### config.mk
export PLATFORM = sky130hd
export DESIGN_NAME = wb_commit_arbiter
export DESIGN_NICKNAME = d
export VERILOG_FILES = /design/src/rtl/wb_commit_arbiter.sv
export SDC_FILE = /design/constraint.sdc
export NUM_CORES = 1
export LEC_CHECK = 0
export ABC_AREA = 1
export BUFFER_PORTS_ARGS = -buffer_cell sky130_fd_sc_hd__clkbuf_2
export CAP_MARGIN = 20
export CORE_MARGIN = 5
export CORE_UTILIZATION = 62
export CTS_CLUSTER_DIAMETER = 60
export DETAILED_ROUTE_END_ITERATION = 10
export PLACE_DENSITY_LB_ADDON = 0.3
export SYNTH_ARGS = -nofsm -noshare
export SYNTH_HDL_FRONTEND = slang
export SYNTH_SLANG_ARGS = --single-unit
export TNS_END_PERCENT = 20
### constraint.sdc
create_clock -name CLK -period 8 [get_ports CLK]
set_clock_uncertainty 0.15 [all_clocks]
set_input_delay 0.8 -clock CLK [delete_from_list [all_inputs] [get_ports CLK]]
set_output_delay 0.8 -clock CLK [all_outputs]
set_load 0.01 [all_outputs]
### src/rtl/wb_commit_arbiter.sv
// Writeback commit arbiter: A/B pipe results own write ports 1/2, and queued mul/div (L) results
// drain in order into whichever ports the pipes leave idle.
module wb_commit_arbiter #(
    parameter int ADDR_SIZE = 5,
    parameter int DEPTH     = 4,
    parameter int DW        = 32
) (
    input  logic                      CLK,
    input  logic                      RST,
    input  logic                      a_valid,
    input  logic [ADDR_SIZE-1:0]      a_addr,
    input  logic [DW-1:0]             a_data,
    input  logic                      b_valid,
    input  logic [ADDR_SIZE-1:0]      b_addr,
    input  logic [DW-1:0]             b_data,
    input  logic                      l_valid,
    output logic                      l_ready,
    input  logic [ADDR_SIZE-1:0]      l_addr,
    input  logic [DW-1:0]             l_data,
    output logic                      W1E,
    output logic [ADDR_SIZE-1:0]      WAddr1,
    output logic [DW-1:0]             WData1,
    output logic                      W2E,
    output logic [ADDR_SIZE-1:0]      WAddr2,
    output logic [DW-1:0]             WData2,
    output logic [2**ADDR_SIZE-1:0]   pend_mask,
    output logic [$clog2(DEPTH):0]    fifo_count
);
    localparam int PW = $clog2(DEPTH);

    logic [PW:0]           r_wr_ptr;
    logic [PW:0]           r_rd_ptr;
    logic [ADDR_SIZE-1:0]  r_addr_mem [DEPTH];
    logic [DW-1:0]         r_data_mem [DEPTH];
    logic [DEPTH-1:0]      r_valid;

    logic                  w_a_wr;
    logic                  w_b_wr;
    logic                  w_a_eff;
    logic                  w_l_fire;
    logic [PW:0]           w_count;
    logic [PW-1:0]         w_head_idx;
    logic [PW-1:0]         w_next_idx;
    logic [PW-1:0]         w_wr_idx;
    logic [1:0]            w_n_pop;
    logic [DEPTH-1:0]      w_resident;
    logic [DEPTH-1:0]      w_popped;
    logic [DEPTH-1:0]      w_squash;
    logic [DEPTH-1:0]      w_valid_next;

    assign w_count    = r_wr_ptr - r_rd_ptr;
    assign w_head_idx = r_rd_ptr[PW-1:0];
    assign w_next_idx = w_head_idx + PW'(1);
    assign w_wr_idx   = r_wr_ptr[PW-1:0];
    assign fifo_count = w_count;
    assign l_ready    = (w_count != (PW+1)'(DEPTH));
    assign w_l_fire   = l_valid & l_ready;

    assign w_a_wr  = a_valid & (a_addr != '0);
    assign w_b_wr  = b_valid & (b_addr != '0);
    // B is program-younger, so on a same-address collision only B's value may land.
    assign w_a_eff = w_a_wr & ~(w_b_wr & (a_addr == b_addr));

    // Port 1 belongs to A, port 2 to B; the FIFO head fills the lowest idle port.
    always_comb begin
        W1E     = 1'b0;
        WAddr1  = a_addr;
        WData1  = a_data;
        W2E     = 1'b0;
        WAddr2  = b_addr;
        WData2  = b_data;
        w_n_pop = 2'd0;
        if (w_a_eff) begin
            W1E = 1'b1;
        end else if (w_count != '0) begin
            W1E     = r_valid[w_head_idx];
            WAddr1  = r_addr_mem[w_head_idx];
            WData1  = r_data_mem[w_head_idx];
            w_n_pop = 2'd1;
        end
        if (w_b_wr) begin
            W2E = 1'b1;
        end else if (w_a_eff) begin
            if (w_count != '0) begin
                W2E     = r_valid[w_head_idx];
                WAddr2  = r_addr_mem[w_head_idx];
                WData2  = r_data_mem[w_head_idx];
                w_n_pop = 2'd1;
            end
        end else if (w_count > (PW+1)'(1)) begin
            W2E     = r_valid[w_next_idx];
            WAddr2  = r_addr_mem[w_next_idx];
            WData2  = r_data_mem[w_next_idx];
            w_n_pop = 2'd2;
        end
        if (RST) begin
            W1E = 1'b0;
            W2E = 1'b0;
        end
    end

    genvar gi;
    generate
        for (gi = 0; gi < DEPTH; gi++) begin : gen_slot
            logic [PW-1:0] w_off;
            assign w_off          = PW'(gi) - w_head_idx;
            assign w_resident[gi] = ({1'b0, w_off} < w_count);
            assign w_popped[gi]   = ({1'b0, w_off} < (PW+1)'(w_n_pop));
            assign w_squash[gi]   = (w_a_wr & (r_addr_mem[gi] == a_addr)) |
                                    (w_b_wr & (r_addr_mem[gi] == b_addr));
            // A newer pipe write to the same register makes a waiting L result stale.
            assign w_valid_next[gi] = (w_l_fire && (w_wr_idx == PW'(gi))) ? (l_addr != '0) :
                                      (r_valid[gi] & ~(w_resident[gi] & ~w_popped[gi] & w_squash[gi]));
        end
    endgenerate

    always_ff @(posedge CLK or posedge RST) begin
        if (RST) begin
            r_wr_ptr <= '0;
            r_rd_ptr <= '0;
            r_valid  <= '0;
        end else begin
            r_wr_ptr <= r_wr_ptr + (PW+1)'(w_l_fire);
            r_rd_ptr <= r_rd_ptr + (PW+1)'(w_n_pop);
            r_valid  <= w_valid_next;
        end
    end

    always_ff @(posedge CLK) begin
        if (w_l_fire) begin
            r_addr_mem[w_wr_idx] <= l_addr;
            r_data_mem[w_wr_idx] <= l_data;
        end
    end

    always_comb begin
        pend_mask = '0;
        for (int i = 0; i < DEPTH; i++) begin
            if (w_resident[i] && r_valid[i]) pend_mask[r_addr_mem[i]] = 1'b1;
        end
    end
endmodule
==> results.sh, run 1 <==
export IMPL_core_area_sq_mm=0.0193
export IMPL_ant_nets=0
export IMPL_worst_pin_slew_ns=1.17
export IMPL_avgSynthCellArea_sq_um=6.72
export IMPL_routabilityCongestion=0.943
export IMPL_nFillCells=1636
export IMPL_insertion_delay_ns=0.44
export IMPL_cts_root_buf="clkbuf_16"
export IMPL_arrival_ns=4.49
export IMPL_rows=51
export IMPL_fin_util=0.706
export IMPL_port_buffers=227
export IMPL_swShare=0.557
export IMPL_ys_warnings_count=0
export IMPL_cts_buffers=17
export IMPL_power_total_w=0.00617
export IMPL_tritoncts="yes"
export IMPL_ys_ff_latch=158
export IMPL_vias=13211
export IMPL_dpl_worst_slack_ns=2.52
export IMPL_power_frac_seq=0.210
export IMPL_postSynthCellCount=1792
export IMPL_post_route_period_util=0.680
export IMPL_layout_setup_ws_ns=2.56
export IMPL_die_h_microns=149
export IMPL_drv_slew=0
export IMPL_status="complete, no violations"
export IMPL_max_cap_violations=0
export IMPL_drc=0
export IMPL_cts_buffer_depth=2
export IMPL_layout_commonest_cell="nand2_1"
export IMPL_final_cell_mix="892 x nand2_1, 227 x clkbuf_2, 148 x edfxtp_1"
export IMPL_period_minus_slack_ns=5.44
export IMPL_cp_max_fo=43
export IMPL_htree_levels=4
export IMPL_p_switching_w=0.00344
export IMPL_grt_max_degree=83
export IMPL_first_pass_iters=7
export IMPL_syn_area_sq_mm=0.0120
export IMPL_cts_resized=0
export IMPL_fmax_mhz=184
export IMPL_hpwl_microns=27200
export IMPL_diodes=0
export IMPL_critPathKind="primary input to output pin"
export IMPL_power_frac_clock=0.125
export IMPL_r2r_slack_ns=3.64
export IMPL_power_density_mw_per_mm2=454
export IMPL_via_per_inst=5.96
export IMPL_p_int_w=0.00273
export IMPL_ys_types=34
export IMPL_hold_path_class="primary input to asynchronous set/reset pin"
export IMPL_grt_pass1_wl_microns=63400
export IMPL_path_clk_slew_ns=0.07
export IMPL_ir_drop_mv=0.353
export IMPL_finalHoldViolations=0
export IMPL_cp_required_ns=7.05
export IMPL_synth_seq_area_share=0.390
export IMPL_max_slew_margin=0.215
export IMPL_cts_sinks=158
export IMPL_fin_tns_setup_ns=0
export IMPL_nNetsFinal=2072
export IMPL_die_area_sq_mm=0.0223
export IMPL_post_cts_buffers=0
export IMPL_pin_count=228
export IMPL_synth_nets=1924
export IMPL_setup_viol=0
export IMPL_holdWs_ns=0.262
export IMPL_die_w_microns=149
export IMPL_grt_usage=0.366
export IMPL_layout_drive_gt1_share=0.161
export IMPL_holdBufCountCts=0
export IMPL_p_leak_nw=6.65
export IMPL_start_kind="primary input"
export IMPL_grt_overflow=0
export IMPL_rsz0062_at_grt="no"
export IMPL_pwr_share_comb=0.665
export IMPL_grt_antenna_before_repair=0
export IMPL_wl_microns=42100
export IMPL_worst_setup_path_end_kind="output pin"
export IMPL_synthToLayoutAreaGrowth_pct=13.1
export IMPL_start_util=0.625
export IMPL_grt_pass1_vias=11985
export IMPL_wl_per_cell_microns=19.0
export IMPL_drt_first_iter_violations=2016
## power groups by stage
stage	Combinational (W)	Sequential, W	Clock (W)
2_1_floorplan	0.00282	0.00124	0
3_3_place_gp	0.00386	0.00130	0
3_5_place_dp	0.00392	0.00130	0
4_1_cts	0.00396	0.00129	0.000763
5_1_grt	0.00447	0.00131	0.000800
6_report	0.00411	0.00130	0.000769
## worst max-delay path: stages
cell and delay [ns]:
clkbuf_2 0.25, nor2_1 0.10, nand3_2 0.07, nand2_2 0.50, inv_2 0.86, nand3_2 0.21
nand2_4 0.50, inv_2 0.48, o21ai_0 0.40, clkbuf_2 0.19
## metrics by stage
stage	instances	cell area, sq um
floorplan	1792	12000
finish	2218	13600
global route	2218	13600
global placement	2184	13000
CTS	2216	13600
detailed placement	2184	13000
## routing by layer
layer	routed length [microns]	vias up	global-route usage
li1	-	6069	-
met1	14900	5847	0.464
met2	19300	1094	0.583
met3	5850	201	0.0918
met4	2070	0	0.186
met5	0	-	0
## state kept, by name, indices dropped and copies added, names as in the netlist
register / flops
r_wr_ptr: 3
r_addr_mem: 20
r_data_mem: 128
r_valid: 4
r_rd_ptr: 3
## final timing paths
| path | start | end | cells after the start |
|---|---|---|---|
| worst max register to register | r_wr_ptr[0] | r_valid[3] | 17 |
| worst min-delay path | RST | r_valid[1] | 2 |
| worst min register to register | r_wr_ptr[2] | r_wr_ptr[2] | 1 |
| min in group CLK | r_wr_ptr[2] | r_wr_ptr[2] | 1 |
| worst max-delay path | b_addr[1] | WData1[13] | 10 |
| max in group asynchronous | RST | r_rd_ptr[0] | 2 |
## cell families (layout without fill, tap and decap cells)
kind of cell | count (synthesis) | count (layout) | synth area share
and+or+nand+nor | 1219 | 1219 | 0.423
buffers and inverters | 234 | 395 | 0.0887
DFF | 158 | 158 | 0.390
AOI/OAI and AO/OA | 131 | 131 | 0.0555
xor gates and xnor gates | 34 | 34 | 0.0247
adders and majority gates | 16 | 16 | 0.0185
## cell type report
type                    count  area, sq um  share of cell area
multi-input cells        1400         6320               0.464
flip-flops and latches    158         4700               0.345
repair buffers            238         1240              0.0914
inverters                 125          472              0.0347
clock buffers              18          429              0.0315
well taps                 265          332              0.0244
clock inverters            14          125             0.00919
## Yosys cell counts
cell      instances  area share
buf_6             5      0.0047
nor2_1          107       0.033
xor2_1           20       0.015
nand3_1          76       0.032
buf_2            65       0.027
xnor2_1          14       0.010
dfrtp_1          10       0.021
nand4_1          84       0.044
o21ai_0          75       0.031
o21bai_1          4      0.0025
fa_1              3      0.0050
inv_1           113       0.035
inv_2            11      0.0034
buf_1             6      0.0019
nor3_4            1      0.0014
a21o_1            1     0.00062
nor3_1           33       0.014
nand2_2           5      0.0026
edfxtp_1        148        0.37
inv_4             1     0.00052
clkbuf_2          1     0.00042
nor3_2            3      0.0025
nand3_2           7      0.0058
nand3_4           2      0.0029
nor2_4            3      0.0028
nor2_2            2      0.0010
buf_4            18       0.011
a21oi_1          29       0.012
nand2_1         892        0.28
o21ai_1          22      0.0091
nand2_4           3      0.0028
ha_1             13       0.014
or2_2             1     0.00052
clkbuf_1         14      0.0044
Power figures use the tool's default switching activity.
==> run 2, diff against run 1 <==
Settings changed: CORE_UTILIZATION 62 to 57.
Clock period 8 ns to 5.6 ns, I/O delays scaled along.
==> results.sh, run 2 (same netlist as run 1, synthesis figures left out) <==
export IMPL_drt_first_iter_violations=1610
export IMPL_drv_slew=0
export IMPL_hold_path_class="primary input to asynchronous set/reset pin"
export IMPL_period_minus_slack_ns=4.76
export IMPL_p_leak_nw=6.71
export IMPL_rr_worst_depth=19
export IMPL_grt_overflow=0
export IMPL_regArea_sq_mm=0.00470
export IMPL_nNetsFinal=2082
export IMPL_finalNonFillerCells=2242
export IMPL_fin_tns_setup_ns=0
export IMPL_via_per_inst=5.85
export IMPL_holdWs_ns=0.0183
export IMPL_max_cap_violations=0
export IMPL_grt_antenna_before_repair=4
export IMPL_reg_top3="r_data_mem x128, r_addr_mem x20, r_valid x4"
export IMPL_ant_nets=0
export IMPL_finalHoldViolations=0
export IMPL_arrival_ns=4.05
export IMPL_max_slew_margin=0.273
export IMPL_post_cts_buffers=0
export IMPL_critPathKind="register to output pin"
export IMPL_start_kind="register"
export IMPL_power_density_mw_per_mm2=647
export IMPL_crit_start="r_wr_ptr[0]"
export IMPL_r2r_end="r_valid[3]"
export IMPL_multi_input_area_sq_mm=0.00632
export IMPL_start_util=0.576
export IMPL_cpPeakStageDelay_ns=0.77
export IMPL_pin_count=228
export IMPL_cpMostUsedCell="inv_1"
export IMPL_rows=53
export IMPL_post_route_period_util=0.850
export IMPL_insertion_delay_ns=0.43
export IMPL_hpwl_microns=28300
export IMPL_holdBufCountCts=0
export IMPL_layout_drive_gt1_share=0.165
export IMPL_tritoncts="yes"
export IMPL_regMostFlops="r_data_mem"
export IMPL_drc=0
export IMPL_grt_pass1_wl_microns=65400
export IMPL_largest_reg_flops=128
export IMPL_wl_microns=42300
export IMPL_fmax_mhz=210
export IMPL_cts_buffer_depth=2
export IMPL_worst_pin_slew_ns=1.09
export IMPL_nFillCells=1845
export IMPL_wl_per_cell_microns=18.9
export IMPL_first_pass_iters=6
export IMPL_worst_setup_path_end_kind="output pin"
export IMPL_routabilityCongestion=1.01
export IMPL_setup_viol=0
export IMPL_r2r_slack_ns=1.35
export IMPL_final_cell_mix="892 x nand2_1, 227 x clkbuf_2, 148 x edfxtp_1"
export IMPL_cp_required_ns=4.89
export IMPL_ir_drop_mv=0.515
export IMPL_cp_max_fo=37
export IMPL_core_area_sq_mm=0.0209
export IMPL_synthToLayoutAreaGrowth_pct=14.1
export IMPL_cts_sinks=158
export IMPL_die_h_microns=155
export IMPL_cts_resized=0
export IMPL_status="complete, no violations"
export IMPL_htree_levels=4
export IMPL_grt_usage=0.343
export IMPL_crit_chain="inv_1 > ha_1 > inv_1 > fa_1 > nor2_4 > nand3_2 > nand2_4 > nand2_1 > o21ai_0 > clkbuf_2"
export IMPL_die_area_sq_mm=0.0241
export IMPL_crit_path_top_delay_cell="nand2_4"
export IMPL_die_w_microns=155
export IMPL_cts_buffers=17
export IMPL_layout_commonest_cell="nand2_1"
export IMPL_port_buffers=227
export IMPL_grt_max_degree=82
export IMPL_placed_cells=2205
export IMPL_grt_pass1_vias=12312
export IMPL_worstReg2RegStart="r_wr_ptr[0]"
export IMPL_vias=13111
export IMPL_path_clk_slew_ns=0.07
export IMPL_rsz0062_at_grt="no"
export IMPL_cts_root_buf="clkbuf_16"
## run 2: changes by cell type in the layout (fill, tap and decap cells not counted)
cell,previous run,this run
buf_4,9,20
diode_2,0,4
clkinv_2,2,0
inv_6,6,4
inv_8,4,6
buf_12,2,1
bufinv_16,0,1
clkinv_8,0,1
## run 2: cell type report
cell class | instances | area share
multi-input cells | 1400 | 0.460
flip-flops and latches | 158 | 0.342
repair buffers | 248 | 0.0951
inverters | 125 | 0.0343
clock buffers | 18 | 0.0312
well taps | 275 | 0.0250
clock inverters | 14 | 0.0121
diodes | 4 | 0.000729
## run 2: worst max-delay path by stage
stage	cells past startpoint	end	slack (ns)
after floorplan	10	r_addr_mem[0][0]	1.23
after global placement	10	WAddr1[4]	1.42
after detailed placement	10	WAddr1[4]	1.38
after CTS	16	WData2[11]	0.90
after global routing	16	WData2[11]	0.57
final	10	WAddr1[4]	0.84
## run 2: layer usage
| metal | track usage | up-vias | wire length [microns] |
|---|---|---|---|
| li1 | - | 6087 | - |
| met1 | 0.444 | 5862 | 15300 |
| met2 | 0.550 | 999 | 19500 |
| met3 | 0.0676 | 163 | 5510 |
| met4 | 0.171 | 0 | 1960 |
| met5 | 0 | - | 0 |
## run 2: per-stage QoR
| step | util | setup slack (ns) | cell area, sq um | power (W) |
|---|---|---|---|---|
| after detailed placement | 0.628 | 1.38 | 13100 | 0.00758 |
| after floorplan | - | 1.23 | 12000 | 0.00580 |
| final | 0.658 | 0.840 | 13700 | 0.00889 |
| after global routing | 0.658 | 0.574 | 13700 | 0.00956 |
| after global placement | 0.628 | 1.42 | 13100 | 0.00746 |
| after CTS | 0.656 | 0.897 | 13700 | 0.00876 |
## run 2: worst max-delay path, delay by kind of cell (launching register included)
| kind | cells | cell delay (ns) |
|---|---|---|
| and+or+nand+nor | 4 | 1.75 |
| buffers and inverters | 3 | 0.43 |
| adders and majority gates | 2 | 0.72 |
| DFF | 1 | 0.43 |
| AOI/OAI and AO/OA | 1 | 0.27 |
## run 2: power by group
part | switching [W] | internal (W)
clock network | 0.000516 | 0.000640
logic | 0.00417 | 0.00171
registers | 0.000225 | 0.00163
total | 0.00491 | 0.00398
